$ cat config.mk
export PLATFORM = sky130hd
export DESIGN_NAME = cacheline_arbiter
export DESIGN_NICKNAME = d
export VERILOG_FILES = /design/src/rtl/cacheline_arbiter.sv
export SDC_FILE = /design/constraint.sdc
export NUM_CORES = 1
export LEC_CHECK = 0
export CORE_AREA = 2 2 541 543
export CTS_CLUSTER_SIZE = 10
export DETAILED_ROUTE_END_ITERATION = 6
export DIE_AREA = 0 0 543 545
export DONT_BUFFER_PORTS = 1
export PLACE_DENSITY_LB_ADDON = 0.15
export SYNTH_ARGS = -nofsm -noshare
export SYNTH_HDL_FRONTEND = slang
export SYNTH_SLANG_ARGS = --single-unit
$ cat constraint.sdc
create_clock -name clk -period 1.9 [get_ports clk]
set_input_delay 0.095 -clock clk [delete_from_list [all_inputs] [get_ports clk]]
set_output_delay 0.095 -clock clk [all_outputs]
set_load 0.01 [all_outputs]
$ cat src/rtl/cacheline_arbiter.sv
// Two-client cache-line arbiter: I-cache and D-cache share one line adaptor.
// Round-robin on ties, no preemption, sticky busy-cycle watchdog.
module cacheline_arbiter #(
  parameter int TIMEOUT = 64
) (
  input  logic         clk,
  input  logic         reset_n,
  input  logic         icache_read_i,
  input  logic [31:0]  icache_addr_i,
  output logic [255:0] icache_line_o,
  output logic         icache_resp_o,
  input  logic         dcache_read_i,
  input  logic         dcache_write_i,
  input  logic [31:0]  dcache_addr_i,
  input  logic [255:0] dcache_line_i,
  output logic [255:0] dcache_line_o,
  output logic         dcache_resp_o,
  output logic         mem_read_o,
  output logic         mem_write_o,
  output logic [31:0]  mem_addr_o,
  output logic [255:0] mem_line_o,
  input  logic [255:0] mem_line_i,
  input  logic         mem_resp_i,
  output logic [1:0]   grant_o,
  output logic         timeout_o
);

  typedef enum logic [1:0] {
    IDLE   = 2'b00,
    I_BUSY = 2'b01,
    D_BUSY = 2'b10
  } state_e;

  localparam logic [15:0] TIMEOUT_L = 16'(TIMEOUT);

  state_e      state_q, state_d;
  logic        last_grant_q, last_grant_d;
  logic [15:0] wd_cnt_q, wd_cnt_d;
  logic        timeout_q, timeout_d;
  logic        d_req;
  logic        pick_d;

  assign d_req  = dcache_read_i | dcache_write_i;
  // last_grant 1 means the D-cache won most recently, so a tie goes to the I-cache
  assign pick_d = d_req & (~icache_read_i | ~last_grant_q);

  assign icache_line_o = mem_line_i;
  assign dcache_line_o = mem_line_i;
  assign timeout_o     = timeout_q;

  always_comb begin
    state_d       = state_q;
    last_grant_d  = last_grant_q;
    wd_cnt_d      = wd_cnt_q;
    timeout_d     = timeout_q;
    mem_read_o    = 1'b0;
    mem_write_o   = 1'b0;
    mem_addr_o    = 32'd0;
    mem_line_o    = 256'd0;
    grant_o       = 2'b00;
    icache_resp_o = 1'b0;
    dcache_resp_o = 1'b0;

    case (state_q)
      IDLE: begin
        if (pick_d) begin
          state_d      = D_BUSY;
          last_grant_d = 1'b1;
          wd_cnt_d     = 16'd0;
        end else if (icache_read_i) begin
          state_d      = I_BUSY;
          last_grant_d = 1'b0;
          wd_cnt_d     = 16'd0;
        end
      end
      I_BUSY: begin
        mem_read_o    = 1'b1;
        mem_addr_o    = icache_addr_i;
        grant_o       = 2'b01;
        icache_resp_o = mem_resp_i;
        if (mem_resp_i) state_d = IDLE;
      end
      D_BUSY: begin
        mem_write_o   = dcache_write_i;
        mem_read_o    = dcache_read_i & ~dcache_write_i;
        mem_addr_o    = dcache_addr_i;
        mem_line_o    = dcache_line_i;
        grant_o       = 2'b10;
        dcache_resp_o = mem_resp_i;
        if (mem_resp_i) state_d = IDLE;
      end
      default: state_d = IDLE;
    endcase

    // Watchdog only observes; a stalled transaction keeps its grant
    if (state_q != IDLE) begin
      if (wd_cnt_q != 16'hFFFF) wd_cnt_d = wd_cnt_q + 16'd1;
      if (wd_cnt_d >= TIMEOUT_L) timeout_d = 1'b1;
    end
  end

  always_ff @(posedge clk or negedge reset_n) begin
    if (!reset_n) begin
      state_q      <= IDLE;
      last_grant_q <= 1'b0;
      wd_cnt_q     <= 16'd0;
      timeout_q    <= 1'b0;
    end else begin
      state_q      <= state_d;
      last_grant_q <= last_grant_d;
      wd_cnt_q     <= wd_cnt_d;
      timeout_q    <= timeout_d;
    end
  end

endmodule

# Yosys cells after proc, flatten, opt, wreduce, memory -nomap -nowiden
# Index checks and enable logic that the tools add are counted.
# word_totals
wordCells	44
output_inout_bits	807
reg_bits	20
# classes
eq_ne	5
addsub	1
mux	19
n_reduce_logical	7
order_cmp	1
bitwise_logic	7
# ops
cell	n
256-bit two-way mux	1
16-bit two-way mux	6
32-bit one-hot mux with 2 select lines	1
16-bit by 1-bit adder with 16-bit output (second input constant)	1
16-bit by 7-bit >= comparator with 1-bit output (second input constant)	1
16-bit != test (second input constant)	1
2-bit one-hot mux with 2 select lines	2
2-bit two-way mux	3
2-bit AND reduction	3
1-bit two-way mux	5
2-bit nonzero test	2
3-bit != test (second input constant)	1
1-bit NOT	3
1-bit bitwise AND	2
2-bit by 1-bit == test with 1-bit output (second input constant)	1
2-bit == test (second input constant)	1
2-bit logical NOT	1
2-bit by 1-bit != test with 1-bit output (second input constant)	1
1-bit bitwise OR	2
1-bit one-hot mux with 2 select lines	1
2-bit OR reduction	1

# Logic depth before layout (Yosys ltp)
# Gate-level depths: netlist of run 1.
# logic_depth
depth_word	9
depth_mapped	9

# Least setup slack after synthesis of run 1
# No wires, ideal clock.
# synth_timing
path_type	register to output
from	register state_q[0]
to	output mem_line_o[155]
stages_incl_launch_ff	7
t_required_ps	1805
arrival_ps	1655
setup_slack_ps	150
cell_sequence	dfrtp_1 > inv_1 > ha_1 > clkbuf_1 > clkbuf_1 > clkbuf_1 > and2_1
# synth_between
elab_chain_len	2
# synth_lines
item	line	source
start: declaration	36	state_e state_q, state_d;
start signal: assignment	109	state_q <= state_d;
2-bit == test	64	case (state_q)
256-bit two-way mux	64	
end: declaration	21	output logic [255:0] mem_line_o,
# No other way between the ends.

# Worst setup path in the final report of run 1
# layout_timing
from	register state_q[0]
to	output mem_addr_o[10]
# layout_between
elab_chain_len	2
# layout_lines
item	line	source
2-bit == test / 2-bit by 1-bit == test with 1-bit output (equally long branches)	64	
32-bit one-hot mux with 2 select lines (*)	64	
end: declaration	20	output logic [31:0] mem_addr_o,
# Mark *: on every way between the ends. The rest lies on a longest branch, timed or not.

==> run_results.csv, run 1 <==
group,metric,value,unit
run_status,status,"complete, but fails checks",
run_status,violations,"negative setup slack",
cts,cts_made_buffers,3,
global_routing,antenna_found_initial,166,
sta,finalCriticalPeriod,2.05,ns
route,via_per_inst,1.42,
layout,final_util,0.0448,
critical_path,ff2ff_setup_slack,0.15,ns
layout,nFillCells,34349,
sta,setup_viol,86,
yosys,synthFlopType,"dfrtp_1",
sta,relSlewSlack,0.730,
yosys,yosys_register_bits,20,
cts,clk_pin_slew,0.07,ns
sta,whs,0.0741,ns
cts,cts.sinks,20,
route,drt-total-wl,158,mm
sta,skew,0.00549,ns
yosys,synth_compound_area_frac,0.0692,
yosys,synth_xor_area_frac,0.00582,
yosys,ys_async_sr_fraction,1.00,
power_and_ir_drop,cellLeakagePower,0.00348,uW
sta,rsz0062_at_grt,"true",
cts,tritoncts,"done",
cts,cts-root-buf,"clkbuf_16",
yosys,syn_nets,1627,
sta,timing.setup.tns,-3.43,ns
yosys,yosys.area.top_type_share,0.514,
critical_path,required,1.80,ns
sta,hold_viol_final,0,
global_routing,grt_max_degree,50,
sta,min_period_over_period,1.08,
floorplanning,initial_core_util,0.0259,
yosys,synth_enable_flop_cells,0,
yosys,ys_types,55,
power_and_ir_drop,power.density,1130,nW/um^2
yosys,synthAdderAreaFrac,0.00832,
yosys,synthSimpleGateAreaFrac,0.303,
place,dp_hpwl,143,mm
route,drt-wirelength-per-cell,34.0,um
sta,drv_slew,0,
critical_path,crit_path_end_kind,"primary output",
floorplanning,die_area,296000,um^2
global_routing,grt_first_pass_wirelength,166,mm
yosys,synth_area_leader_cell,"buf_4",
route,dr.pass1.iters,5,
yosys,yosysMostFrequentCell,"buf_4",
floorplanning,die_w,543,um
global_routing,overflow,0,
yosys,synthTopCellsByArea,"buf_4, and2_1, dfrtp_1, a22oi_1, nor2b_1",
layout,drive_gt1_frac,0.643,
sta,max_freq,0.488,GHz
yosys,muxShareOfSynthArea,0.00399,
route,num_vias,6604,
critical_path,cp.arrival,1.95,ns
sta,setup_ws,-0.148,ns
yosys,syn_area_per_cell,7.23,um^2
layout,area_growth,72.8,%
place,place_ws,0.0461,ns
cts,clock_latency,0.27,ns
cts,cts_buffer_depth,2,
global_routing,grt_util_all_layers,0.0981,
place,place.gp.congestion,0.985,
yosys,syn_inst,1040,
yosys,synthesis.area,7520,um^2
layout,fin_nets,1297,
cts,cts_htree_levels,1,
floorplanning,die_h,545,um
route,antenna_left,0,
critical_path,start_kind,"flip-flop",
power_and_ir_drop,power,14700,uW
floorplanning,io_pins,1389,
yosys,synth_top_family_by_area,"buffers and inverters",
job,maxCapViolations,0,
floorplanning,coreArea,290000,um^2
critical_path,worst_r2r_path_depth,9,
critical_path,path_class,"reg2out",
worst_hold_path,whs_path_depth,3,
yosys,synth_commonest_cells,"buf_4, and2_1, clkbuf_1, a22oi_1, nor2b_1",
yosys,ys_warn_count,0,
worst_hold_path,min_path_type,"in2reg",
place,port_buffers,0,
critical_path,crit_fanout,7,
route,first_iter_violations,402,
power_and_ir_drop,peakVddDrop,0.397,mV
sta,worstMarginPinSlew,0.402,ns
global_routing,grt_pass1_vias,5941,
yosys,ys_seq_area_frac,0.0666,
route,post-route-drc-count,0,
floorplanning,rows,198,
worst max-delay path: stages (launching register included):
cell and delay, ns:
dfrtp_1 0.37, inv_2 0.05, buf_6 0.11, ha_4 0.17, buf_12 0.13, buf_16 0.15, buf_8 0.15, a22oi_2 0.22
nor2b_1 0.10, buf_4 0.19
layout make-up:
type / count / area [um^2] / area share
repair buffers: 226 / 3900 / 0.300
multi-input cells: 455 / 3520 / 0.271
well taps: 3900 / 4880 / 0.376
diodes: 34 / 85.1 / 0.00655
inverters: 4 / 15.0 / 0.00116
clock buffers: 4 / 88.8 / 0.00684
flip-flops and latches: 20 / 503 / 0.0387
logic make-up (layout without fill, tap and decap cells):
family                     count (synthesis)  count (layout)
adders and majority gates                  5               5
buffers and inverters                    565             234
muxes                                      3               3
DFF                                       20              20
AOI/OAI and AO/OA                         73              73
xor gates and xnor gates                   5               5
and+or+nand+nor                          369             369
other                                      0              34
sequential cells by signal, summed over array words and instances, names as in the netlist:
register and cells:
last_grant_q 1, state_q 2, timeout_o 1, wd_cnt_q 16
cell usage in the layout, fill, tap and decap left out, types with 4 or more instances in the layout:
master	n
a21oi_1	7
a22oi_1	17
a22oi_2	19
a31oi_1	5
and2_1	90
and2_2	13
and2_4	156
and3_1	4
buf_12	143
buf_16	6
buf_4	45
buf_6	14
buf_8	6
clkbuf_16	14
dfrtp_1	18
diode_2	34
nand2_1	24
nand3_1	8
nand4_1	5
nor2_1	12
nor2b_1	15
nor2b_2	18
nor3_1	5
o21ai_0	5
o22ai_1	4
xor2_1	4
power by group:
group	switching (uW)	leakage, uW	internal, uW
combinational	6940	0.00317	6710
clock	203	0.0000444	323
sequential	40.0	0.000264	483
total	7180	0.00348	7520
layer usage:
metal	wire, um	GRT usage	share of wire
met1	30500	0.0517	0.19
met2	77500	0.176	0.49
met3	41800	0.124	0.26
met4	7480	0.0340	0.047
met5	668	0.00308	0.0042
per-stage QoR:
stage | area [um^2] | cells
3_5_place_dp | 11300 | 4559
2_1_floorplan | 7520 | 1040
6_report | 13000 | 4643
3_3_place_gp | 11300 | 4559
5_1_grt | 13000 | 4629
4_1_cts | 12000 | 4579
what timing repair did:
item,CTS,global route
resized for setup,125,167
endpoints found under the setup margin,139,226
cloned,3,15
setup buffers,11,20
pin swaps,3,16
hold buffers,2,0
hold endpoints to repair,20,0
worst paths after layout:
kind,from,endpoint
hold reg to reg,last_grant_q,last_grant_q
hold / removal,icache_read_i,last_grant_q
setup reg to reg,state_q[0],timeout_o
min in group asynchronous,reset_n,wd_cnt_q[3]
setup / recovery,state_q[0],mem_addr_o[10]
max in group asynchronous,reset_n,wd_cnt_q[4]
No activity file was read; power rests on OpenSTA's default activity.
==> inputs of run 2 (changes only) <==
--- a/constraint.sdc
+++ b/constraint.sdc
@@ -3,2 +3,2 @@
 set_output_delay 0.095 -clock clk [all_outputs]
-set_load 0.01 [all_outputs]
+set_load 0.05 [all_outputs]
==> run_results.csv, run 2 (synthesis results as in run 1) <==
group,metric,value,unit
power_and_ir_drop,peakVddDrop,0.601,mV
critical_path,rr_startpoint,"wd_cnt_q[1]",
route,via_per_inst,1.44,
cts,tritoncts,"done",
floorplanning,die_h,545,um
critical_path,crit_path_end_kind,"primary output",
worst_hold_path,min_path_type,"in2reg",
power_and_ir_drop,p_clk_frac,0.025,
floorplanning,initial_core_util,0.0259,
critical_path,path_class,"reg2out",
power_and_ir_drop,p_int,11400,uW
layout,top_register,"wd_cnt_q",
power_and_ir_drop,p_comb_frac,0.953,
global_routing,antenna_found_initial,135,
place,dp.cells,4697,
sta,setup_ws,-0.108,ns
power_and_ir_drop,switchingPower,13100,uW
critical_path,slowest_delay,0.39,ns
job,maxCapViolations,0,
cts,clk_pin_slew,0.06,ns
route,post-route-drc-count,0,
floorplanning,coreArea,290000,um^2
route,antenna_left,0,
sta,finalCriticalPeriod,2.01,ns
cts,cts-root-buf,"clkbuf_16",
global_routing,overflow,0,
sta,min_period_over_period,1.06,
route,dr.pass1.iters,4,
worst_hold_path,worstHoldStart,"icache_read_i",
sta,worstMarginPinSlew,0.441,ns
floorplanning,rows,198,
sta,skew,0.00728,ns
run_status,status,"complete, but fails checks",
layout,drive_gt1_frac,0.797,
cts,cts_buffer_depth,2,
floorplanning,die_area,296000,um^2
place,dp_hpwl,142,mm
critical_path,start_kind,"flip-flop",
power_and_ir_drop,power,24500,uW
critical_path,cp_top_family,"buffers and inverters",
global_routing,grtUsageMet2,0.148,
global_routing,grt_pass1_vias,6777,
critical_path,crit_path_frequent_cell,"buf_12",
global_routing,use_met1,0.0875,
layout,nFillCells,34022,
sta,rsz0062_at_grt,"true",
power_and_ir_drop,p_seq_frac,0.022,
place,port_buffers,0,
floorplanning,io_pins,1389,
global_routing,grt_util_all_layers,0.0971,
layout,area_growth,117,%
power_and_ir_drop,p_sw_frac,0.535,
layout,final_cell_mix,"buf_12, and2_4, buf_4",
route,drt-wirelength-per-cell,32.1,um
layout,largest_reg_flops,16,
sta,timing.setup.tns,-5.57,ns
cts,clock_latency,0.27,ns
cts,cts_made_buffers,3,
cts,cts_htree_levels,1,
layout,fin_nets,1436,
global_routing,busiest_layer,"met2",
global_routing,grt_first_pass_wirelength,166,mm
global_routing,grt_max_degree,56,
route,drt-total-wl,153,mm
run_status,violations,"negative setup slack",
route,num_vias,6883,
power_and_ir_drop,power.density,1500,nW/um^2
floorplanning,die_w,543,um
sta,max_freq,0.498,GHz
critical_path,crit_buf_inv,6,
layout,final_common_cell,"buf_12",
layout,top_regs,"wd_cnt_q x16, state_q x2",
power_and_ir_drop,cellLeakagePower,0.00490,uW
route,first_iter_violations,394,
sta,relSlewSlack,0.704,
layout,final_util,0.0563,
critical_path,crit_fanout,14,
critical_path,startpoint,"state_q[1]",
critical_path,cp.arrival,1.91,ns
place,place.gp.congestion,0.944,
critical_path,path_cells,"buf_6 -> ha_4 -> buf_12 -> buf_16 -> buf_12 -> buf_12 -> and2_4 -> buf_12",
cts,cts.sinks,20,
sta,setup_viol,124,
sta,hold_viol_final,0,
critical_path,crit_slowest_cell,"dfrtp_1",
critical_path,required,1.80,ns
layout,fin_cells,4769,
global_routing,grtUsageMet3,0.0995,
sta,drv_slew,0,
-- run 2: cell types whose count changed in the layout (fill, tap and decap cells not counted), sizes merged --
cell / previous run / this run
diode: 34 / 21
buf: 214 / 350
bufbuf: 0 / 2
bufinv: 0 / 1
-- run 2: through the flow --
step	hold WS, ns	cell area, um^2	setup slack (ns)
global route	0.0885	16300	-0.213
detailed placement	-0.199	14600	-0.101
finish	0.0879	16300	-0.108
global placement	-0.199	14600	-0.271
floorplan	-0.201	7900	-0.00457
CTS	0.0781	15400	-0.147
-- run 2: what timing repair did --
action	4_1_cts	5_1_grt
hold buffers	2	0
cloned	6	17
endpoints found under the hold margin	20	0
gates resized for setup	178	147
setup endpoints to repair	214	292
setup buffers	9	15
pin swaps	15	19
-- run 2: worst min-delay path: stages --
cell and delay, ns:
a21oi_1 0.06, nand2_1 0.10, nand2_1 0.06
-- run 2: power groups by stage --
stage / Sequential (uW) / Clock, uW / Combinational, uW
floorplan: 539 / 0 / 12100
global placement: 546 / 0 / 20000
detailed placement: 543 / 0 / 19900
CTS: 538 / 650 / 21800
global route: 550 / 659 / 24400
finish: 541 / 618 / 23300
-- run 2: layout make-up --
| type | instances | area (um^2) | share of cell area |
|---|---|---|---|
| repair buffers | 365 | 6860 | 0.420 |
| well taps | 3900 | 4880 | 0.299 |
| multi-input cells | 455 | 3910 | 0.240 |
| clock buffers | 3 | 75.1 | 0.00460 |
| diodes | 21 | 52.6 | 0.00322 |
| clock inverters | 1 | 30.0 | 0.00184 |
| inverters | 4 | 15.0 | 0.000920 |
| flip-flops and latches | 20 | 504 | 0.0309 |
-- run 2: final timing paths --
check	to	slack [ns]	cells past startpoint
min	last_grant_q	0.09	3
max in group asynchronous	wd_cnt_q[11]	1.49	2
min reg2reg	last_grant_q	0.49	2
min in group asynchronous	wd_cnt_q[5]	0.25	2
max reg2reg	timeout_o	0.09	7
max	mem_line_o[188]	-0.11	8
-- run 2: layer usage --
| layer | vias up | part of all wire |
|---|---|---|
| li1 | 2413 | - |
| met1 | 2929 | 0.30 |
| met2 | 1056 | 0.43 |
| met3 | 469 | 0.23 |
| met4 | 16 | 0.039 |
| met5 | - | 0.0033 |
